File: src/rtl/dig_ct_multi.sv
// dig_ct_multi: multi-channel digital input pattern matcher.
// Each input is synchronised (2 flops) and optionally debounced, then every
// output channel compares the filtered input vector against its own care
// mask / match value and drives an active-low registered output. A channel
// can be configured as sticky: once matched it stays asserted until the
// channel is rewritten through the cfg_* handshake.
// Build option: define DIG_CT_DEBOUNCE_EN to include the per-input debounce
// filter (DEB_CYC cycles); without it the filtered vector is the synchronised
// vector and DEB_CYC has no effect.
module dig_ct_multi #(
    parameter int NUM_IN  = 5,
    parameter int NUM_OUT = 3,
    parameter int DEB_CYC = 4
) (
    input  logic               CLK,
    input  logic               RST_N,
    input  logic [NUM_IN-1:0]  IN,
    input  logic               cfg_valid,
    output logic               cfg_ready,
    input  logic [3:0]         cfg_sel,
    input  logic [NUM_IN-1:0]  cfg_mask,
    input  logic [NUM_IN-1:0]  cfg_val,
    input  logic               cfg_latch,
    output logic               cfg_err,
    output logic [NUM_OUT-1:0] OUT
);

    typedef enum logic {
        ST_IDLE = 1'b0,
        ST_ACK  = 1'b1
    } state_t;

    // Reject parameter sets outside the supported range at elaboration.
    generate
        if (NUM_IN < 1 || NUM_IN > 32 || NUM_OUT < 1 || NUM_OUT > 16 ||
            DEB_CYC < 1 || DEB_CYC > 255) begin : g_param_check
            $error("dig_ct_multi: parameter out of legal range");
        end
    endgenerate

    logic [NUM_IN-1:0]  r_sync1;
    logic [NUM_IN-1:0]  r_sync2;
    logic [NUM_IN-1:0]  w_filt;
    logic [NUM_OUT-1:0] w_match;
    logic [NUM_OUT-1:0] w_out;

    state_t r_state;
    state_t w_state_next;
    logic   r_alive;
    logic   r_err;
    logic   w_ready;
    logic   w_accept;
    logic   w_sel_ok;

    // Two-flop synchroniser for the asynchronous inputs.
    always_ff @(posedge CLK or negedge RST_N) begin
        if (!RST_N) begin
            r_sync1 <= '0;
            r_sync2 <= '0;
        end else begin
            r_sync1 <= IN;
            r_sync2 <= r_sync1;
        end
    end

`ifdef DIG_CT_DEBOUNCE_EN
    localparam logic [7:0] DEB_LAST = 8'(DEB_CYC - 1);

    genvar gi;
    generate
        for (gi = 0; gi < NUM_IN; gi = gi + 1) begin : g_deb
            logic [7:0] r_cnt;
            logic       r_filt;

            // Accept a new level only after it has differed from the
            // filtered level for DEB_CYC consecutive cycles.
            always_ff @(posedge CLK or negedge RST_N) begin
                if (!RST_N) begin
                    r_cnt  <= '0;
                    r_filt <= 1'b0;
                end else if (r_sync2[gi] == r_filt) begin
                    r_cnt <= '0;
                end else if (r_cnt == DEB_LAST) begin
                    r_filt <= r_sync2[gi];
                    r_cnt  <= '0;
                end else begin
                    r_cnt <= r_cnt + 8'd1;
                end
            end

            assign w_filt[gi] = r_filt;
        end
    endgenerate
`else
    assign w_filt = r_sync2;
`endif

    assign w_sel_ok = ({28'd0, cfg_sel} < 32'(NUM_OUT));
    assign w_accept = cfg_valid && w_ready;

    genvar gk;
    generate
        for (gk = 0; gk < NUM_OUT; gk = gk + 1) begin : g_ch
            logic [NUM_IN-1:0] r_mask;
            logic [NUM_IN-1:0] r_val;
            logic              r_latch;
            logic              r_sticky;
            logic              r_out;
            logic              w_wr;

            assign w_wr        = w_accept && (cfg_sel == 4'(gk));
            assign w_match[gk] = (r_mask != '0) &&
                                 ((w_filt & r_mask) == (r_val & r_mask));

            // Channel pattern, sticky flag and active-low output; a new
            // match in the clearing cycle keeps the sticky flag set.
            always_ff @(posedge CLK or negedge RST_N) begin
                if (!RST_N) begin
                    r_mask   <= '0;
                    r_val    <= '0;
                    r_latch  <= 1'b0;
                    r_sticky <= 1'b0;
                    r_out    <= 1'b1;
                end else begin
                    if (w_wr) begin
                        r_mask  <= cfg_mask;
                        r_val   <= cfg_val;
                        r_latch <= cfg_latch;
                    end
                    r_sticky <= (w_wr ? 1'b0 : r_sticky) | (r_latch & w_match[gk]);
                    r_out    <= ~(w_match[gk] | r_sticky);
                end
            end

            assign w_out[gk] = r_out;
        end
    endgenerate

    assign OUT = w_out;

    // Configuration FSM state, post-reset ready enable and error pulse.
    always_ff @(posedge CLK or negedge RST_N) begin
        if (!RST_N) begin
            r_state <= ST_IDLE;
            r_alive <= 1'b0;
            r_err   <= 1'b0;
        end else begin
            r_state <= w_state_next;
            r_alive <= 1'b1;
            r_err   <= w_accept && !w_sel_ok;
        end
    end

    // Next state: one ACK cycle after every accepted write.
    always_comb begin
        w_state_next = r_state;
        w_ready      = 1'b0;
        case (r_state)
            ST_IDLE: begin
                w_ready = r_alive;
                if (cfg_valid && r_alive) begin
                    w_state_next = ST_ACK;
                end
            end
            ST_ACK: begin
                w_state_next = ST_IDLE;
            end
            default: begin
                w_state_next = ST_IDLE;
            end
        endcase
    end

    assign cfg_ready = w_ready;
    assign cfg_err   = r_err;

endmodule

File: config.mk
export PLATFORM = sky130hd
export DESIGN_NAME = dig_ct_multi
export DESIGN_NICKNAME = d
export VERILOG_FILES = /design/src/rtl/dig_ct_multi.sv
export SDC_FILE = /design/constraint.sdc
export NUM_CORES = 1
export LEC_CHECK = 0
export ABC_AREA = 1
export BUFFER_PORTS_ARGS = -buffer_cell sky130_fd_sc_hd__buf_4
export CAP_MARGIN = 20
export CORE_UTILIZATION = 40
export CTS_CLUSTER_DIAMETER = 100
export DETAILED_ROUTE_END_ITERATION = 7
export SLEW_MARGIN = 20
export SYNTH_ARGS = -nofsm -noshare
export SYNTH_HDL_FRONTEND = slang
export SYNTH_SLANG_ARGS = --single-unit
File: constraint.sdc
create_clock -name CLK -period 1.5 [get_ports CLK]
set_input_delay 0 -clock CLK [delete_from_list [all_inputs] [get_ports CLK]]
set_output_delay 0 -clock CLK [all_outputs]
set_load 0.01 [all_outputs]
# Yosys cells after proc, flatten, opt, wreduce, memory -nomap -nowiden
# Index checks and enable logic that the tools add are counted.
[op_classes]
n_lt_le_gt_ge = 1
n_eq_ne = 5
mux = 6
n_bitwise = 19
reduce_logical = 14
[ops]
columns = ["op", "n"]
rows = [
  ["5-bit AND", 6],
  ["5-bit == test", 3],
  ["5-bit nonzero test", 3],
  ["1-bit logical AND", 9],
  ["1-bit OR", 6],
  ["1-bit two-way mux", 5],
  ["4-bit by 1-bit == test with 1-bit output, second input constant", 1],
  ["4-bit by 2-bit == test with 1-bit output, second input constant", 1],
  ["4-bit logical NOT", 1],
  ["4-bit by 2-bit < comparator with 1-bit output, second input constant", 1],
  ["1-bit NOT", 4],
  ["1-bit AND", 3],
  ["1-bit one-hot mux with 2 select lines", 1],
  ["1-bit logical NOT", 1],
]
[totals]
regBits = 52
in_bits = 23
wordCells = 65
out_inout_bits = 5

# Logic depth before layout (Yosys ltp)
[depth]
ltp_word = 5
mapped_depth = 7
ltp_nobuf = 7

# Worst setup path after synthesis
# No wires, ideal clock.
[synth_path]
path_kind = "register to register"
from = "reg r_state"
to = "reg g_ch[2].r_val[0]"
n_path_buf = 1
path_slack_ps = 399
arrival_ps = 981
required_time_ps = 1380
synth_period_minus_slack_ps = 1101
setup_ps = 120
stages_incl_launch_ff = 6
cell_sequence = "dfrtp_1 > nor2_8 > nand3_2 > buf_6 > nand2_1 > o21ai_2"
[synth_via]
elab_chain_len = 3
[synth_rtl]
columns = ["item", "line_no", "source"]
rows = [
  ["from (decl)", "47", "state_t r_state;"],
  ["from (signal assigned)", "148", "r_state <= w_state_next;"],
  ["1-bit two-way mux", "158", "case (r_state)"],
  ["1-bit logical AND", "99", "assign w_accept = cfg_valid && w_ready;"],
  ["1-bit logical AND", "111", "assign w_wr = w_accept && (cfg_sel == 4'(gk));"],
  ["to (signal assigned)", "127", "r_val <= cfg_val;"],
  ["to (decl)", "105", "logic [NUM_IN-1:0] r_val;"],
]
# Every way passes these cells.
# A chain may end at the register's enable or synchronous reset.

# Worst setup path in the final report
[layout_path]
from = "reg r_state"
to = "reg g_ch[1].r_val[0]"
[layout_via]
elab_chain_len = 3
[layout_rtl]
columns = ["item", "line_no"]
rows = [
  ["1-bit two-way mux", "158"],
  ["1-bit logical AND", "99"],
  ["1-bit logical AND", "111"],
  ["to (signal assigned)", "127"],
  ["to (decl)", "105"],
]
# Every way passes these cells.

==> flow_metrics.env <==
export IMPL_viasPerCell=4.54
export IMPL_nFillCells=547
export IMPL_start_util_pct=41.5
export IMPL_worstReg2RegStart="r_state"
export IMPL_grt_usage_pct=15.9
export IMPL_place_congestion=0.754
export IMPL_seqCellArea_sq_um=1310
export IMPL_synth_area_leaders="dfrtp_1, nand2_1, o21ai_2, inv_1, nor2_1"
export IMPL_worstMarginPinSlew_ns=0.642
export IMPL_drc=0
export IMPL_dieArea_sq_um=6060
export IMPL_htreeDepth=2
export IMPL_post_cts_buffers=0
export IMPL_maxSlewHeadroom_pct=57.2
export IMPL_vdd_ir_drop_max_v=0.000495
export IMPL_finalPower_mw=3.25
export IMPL_synthesis_nets=275
export IMPL_power_internal_mw=2.31
export IMPL_netlist_area_leader_share_pct=53.3
export IMPL_hpwl_mm=2.86
export IMPL_layout_common_cells="nand2_1, dfrtp_1, inv_1"
export IMPL_yosys_warnings=0
export IMPL_fp_row_count=27
export IMPL_crit_type="reg2reg"
export IMPL_wl_per_cell_um=11.3
export IMPL_cts_clk_slew_worst_paths_ns=0.09
export IMPL_reg2reg_slack_ns=0.21
export IMPL_stdcell_area_sq_um=2790
export IMPL_ys_seq_area_share_pct=56.7
export IMPL_max_stage_delay_ns=0.45
export IMPL_r2r_cells=4
export IMPL_cp_slowest_cell="dfrtp_1"
export IMPL_gr_total_overflow=0
export IMPL_end_kind="flop"
export IMPL_hold_path_startpoint="cfg_mask[4]"
export IMPL_p_seq_share_pct=55.2
export IMPL_layout_commonest_cell="nand2_1"
export IMPL_grt_start_max_net_pins=53
export IMPL_drt_iter0_drc=105
export IMPL_dieWidth_um=77.8
export IMPL_root_buffer="clkbuf_8"
export IMPL_grt_pass1_wl_mm=7.27
export IMPL_synthCells=252
export IMPL_drive_gt1_share_pct=20.5
export IMPL_setup_slack_ns=0.208
export IMPL_hold_path_class="in2reg"
export IMPL_layout_min_cycle_time_ns=1.29
export IMPL_rsz0062_at_grt="no"
export IMPL_grt_pass1_vias=1609
export IMPL_fin_skew_ns=0.00698
export IMPL_clk_latency_ns=0.31
export IMPL_diodes=0
export IMPL_start_kind="flop"
export IMPL_finalNetCount=319
export IMPL_syn2layout_area_growth_pct=21.3
export IMPL_worstPathArrival_ns=1.49
export IMPL_dp_cells=343
export IMPL_clock_path_buffers=2
export IMPL_wl_mm=4.17
export IMPL_firstDrtPassIters=4
export IMPL_hold_viol=0
export IMPL_switching_share_pct=28.8
export IMPL_coreArea_sq_um=5540
export IMPL_tns_ns=0
export IMPL_holdPathStages=3
export IMPL_multi_input_area_sq_um=795
export IMPL_status="completed"
export IMPL_cp_required_ns=1.70
export IMPL_cts_tree="yes"
export IMPL_finalCritPeriodShare_pct=86.2
export IMPL_p_sw_mw=0.937
export IMPL_r2r_end="g_ch[1].r_val[0]"
export IMPL_fmax_mhz=774
export IMPL_hold_end="g_ch[1].r_mask[4]"
export IMPL_leakagePower_nw=1.39
export IMPL_cts_sinks=52
export IMPL_yosysUniqueCellTypes=20
export IMPL_cap_violations=0
export IMPL_avgSynthCellArea_sq_um=9.13
export IMPL_grt_antenna_before_repair=0
export IMPL_crit_start="r_state"
export IMPL_num_vias=1677
export IMPL_place_area_sq_um=2520
export IMPL_instances_no_fill=369
export IMPL_powerDensity_nw_per_um2=1170
export IMPL_portBuffers=27
export IMPL_finalMaxSlewViolations=0
export IMPL_netlist_area_sq_um=2300
export IMPL_pwr_share_clk_pct=25.0
export IMPL_worst_path_max_fanout=23
export IMPL_pre_cts_slack_ns=0.209
export IMPL_worstPathCellList="nor2_8 -> nand4_4 -> nand2_1 -> o21ai_2"
export IMPL_yosysTopAreaCell="dfrtp_1"
export IMPL_dieHeight_um=77.8
export IMPL_setup_violations=0
export IMPL_comb_power_share_pct=19.7
export IMPL_cts_buffers=5
export IMPL_io_pins=28
export IMPL_postRouteAntennaNets=0
export IMPL_ys_ff_latch=52
==> synthesized netlist by cell type <==
library cell and n:
nand4_4 1, nor2_1 23, buf_6 5, a21oi_1 6, nand3_1 14, conb_1 1, o21ai_1 17, nor2_8 1
inv_1 31, nand3_4 1, nand3b_1 1, buf_2 1, o21ai_2 16, nand3_2 1, buf_4 3, nand2_1 76
dfstp_2 3, nor2_4 1, nand2_2 1, dfrtp_1 49
==> timing repair <==
item	4_1_cts	5_1_grt
endpoints found under the hold margin	75	0
gates resized for setup	0	0
hold buffers	18	0
==> per-layer routing <==
metal	share of wire, %	vias to the layer above	global-route usage (%)
met3	3.4	5	4.35
met4	1.1	0	6.23
li1	-	873	-
met1	49	770	19.9
met2	47	29	26.0
met5	0	-	0
==> power groups by stage <==
stage | registers [mW] | logic, mW | clock network (mW)
3_3_place_gp | 1.82 | 0.599 | 0
4_1_cts | 1.80 | 0.653 | 0.851
2_1_floorplan | 1.78 | 0.455 | 0
5_1_grt | 1.83 | 0.748 | 0.904
3_5_place_dp | 1.82 | 0.614 | 0
6_report | 1.80 | 0.642 | 0.814
==> cell type report <==
class | instances | area share (%)
clock buffers | 6 | 2.96
clock inverters | 2 | 0.359
inverters | 31 | 4.17
multi-input cells | 160 | 28.5
flip-flops and latches | 52 | 46.8
well taps | 72 | 3.23
repair buffers | 46 | 14.0
==> metrics by stage <==
step	hold slack, ns	utilization, %
final	0.00698	50.3
after global routing	0.0320	50.3
after CTS	0.00292	50.3
after detailed placement	0.0812	45.4
after global placement	0.0806	45.4
after floorplan	-0.296	-
==> critical path, delay by kind of cell, from the launching register on <==
family	cells	cell delay (ns)
flip-flops	1	0.45
AND/OR/NAND/NOR	3	0.67
AO/OA/AOI/OAI	1	0.06
==> registers in the layout (all words and copies together) (netlist names) <==
signal / count
r_alive: 1
r_sync1: 5
g_ch.r_mask: 15
g_ch.r_latch: 3
cfg_err: 1
r_state: 1
g_ch.r_out: 3
r_sync2: 5
g_ch.r_val: 15
g_ch.r_sticky: 3
==> cell families after synthesis <==
kind of cell	synth area share (%)
buffers and inverters	8.70
other	0.163
and+or+nand+nor	23.3
DFF	56.7
AOI/OAI and AO/OA	11.1
==> how the worst max path moves through the flow <==
stage / slack, ns / cells after the start / end
after floorplan: 0.40 / 5 / g_ch[2].r_val[0]
after global placement: 0.24 / 4 / g_ch[1].r_val[2]
after detailed placement: 0.21 / 4 / g_ch[1].r_val[2]
after CTS: 0.19 / 4 / g_ch[1].r_latch
after global routing: 0.05 / 4 / g_ch[1].r_val[2]
final: 0.21 / 4 / g_ch[1].r_val[0]
(Power assumes the default switching activity.)
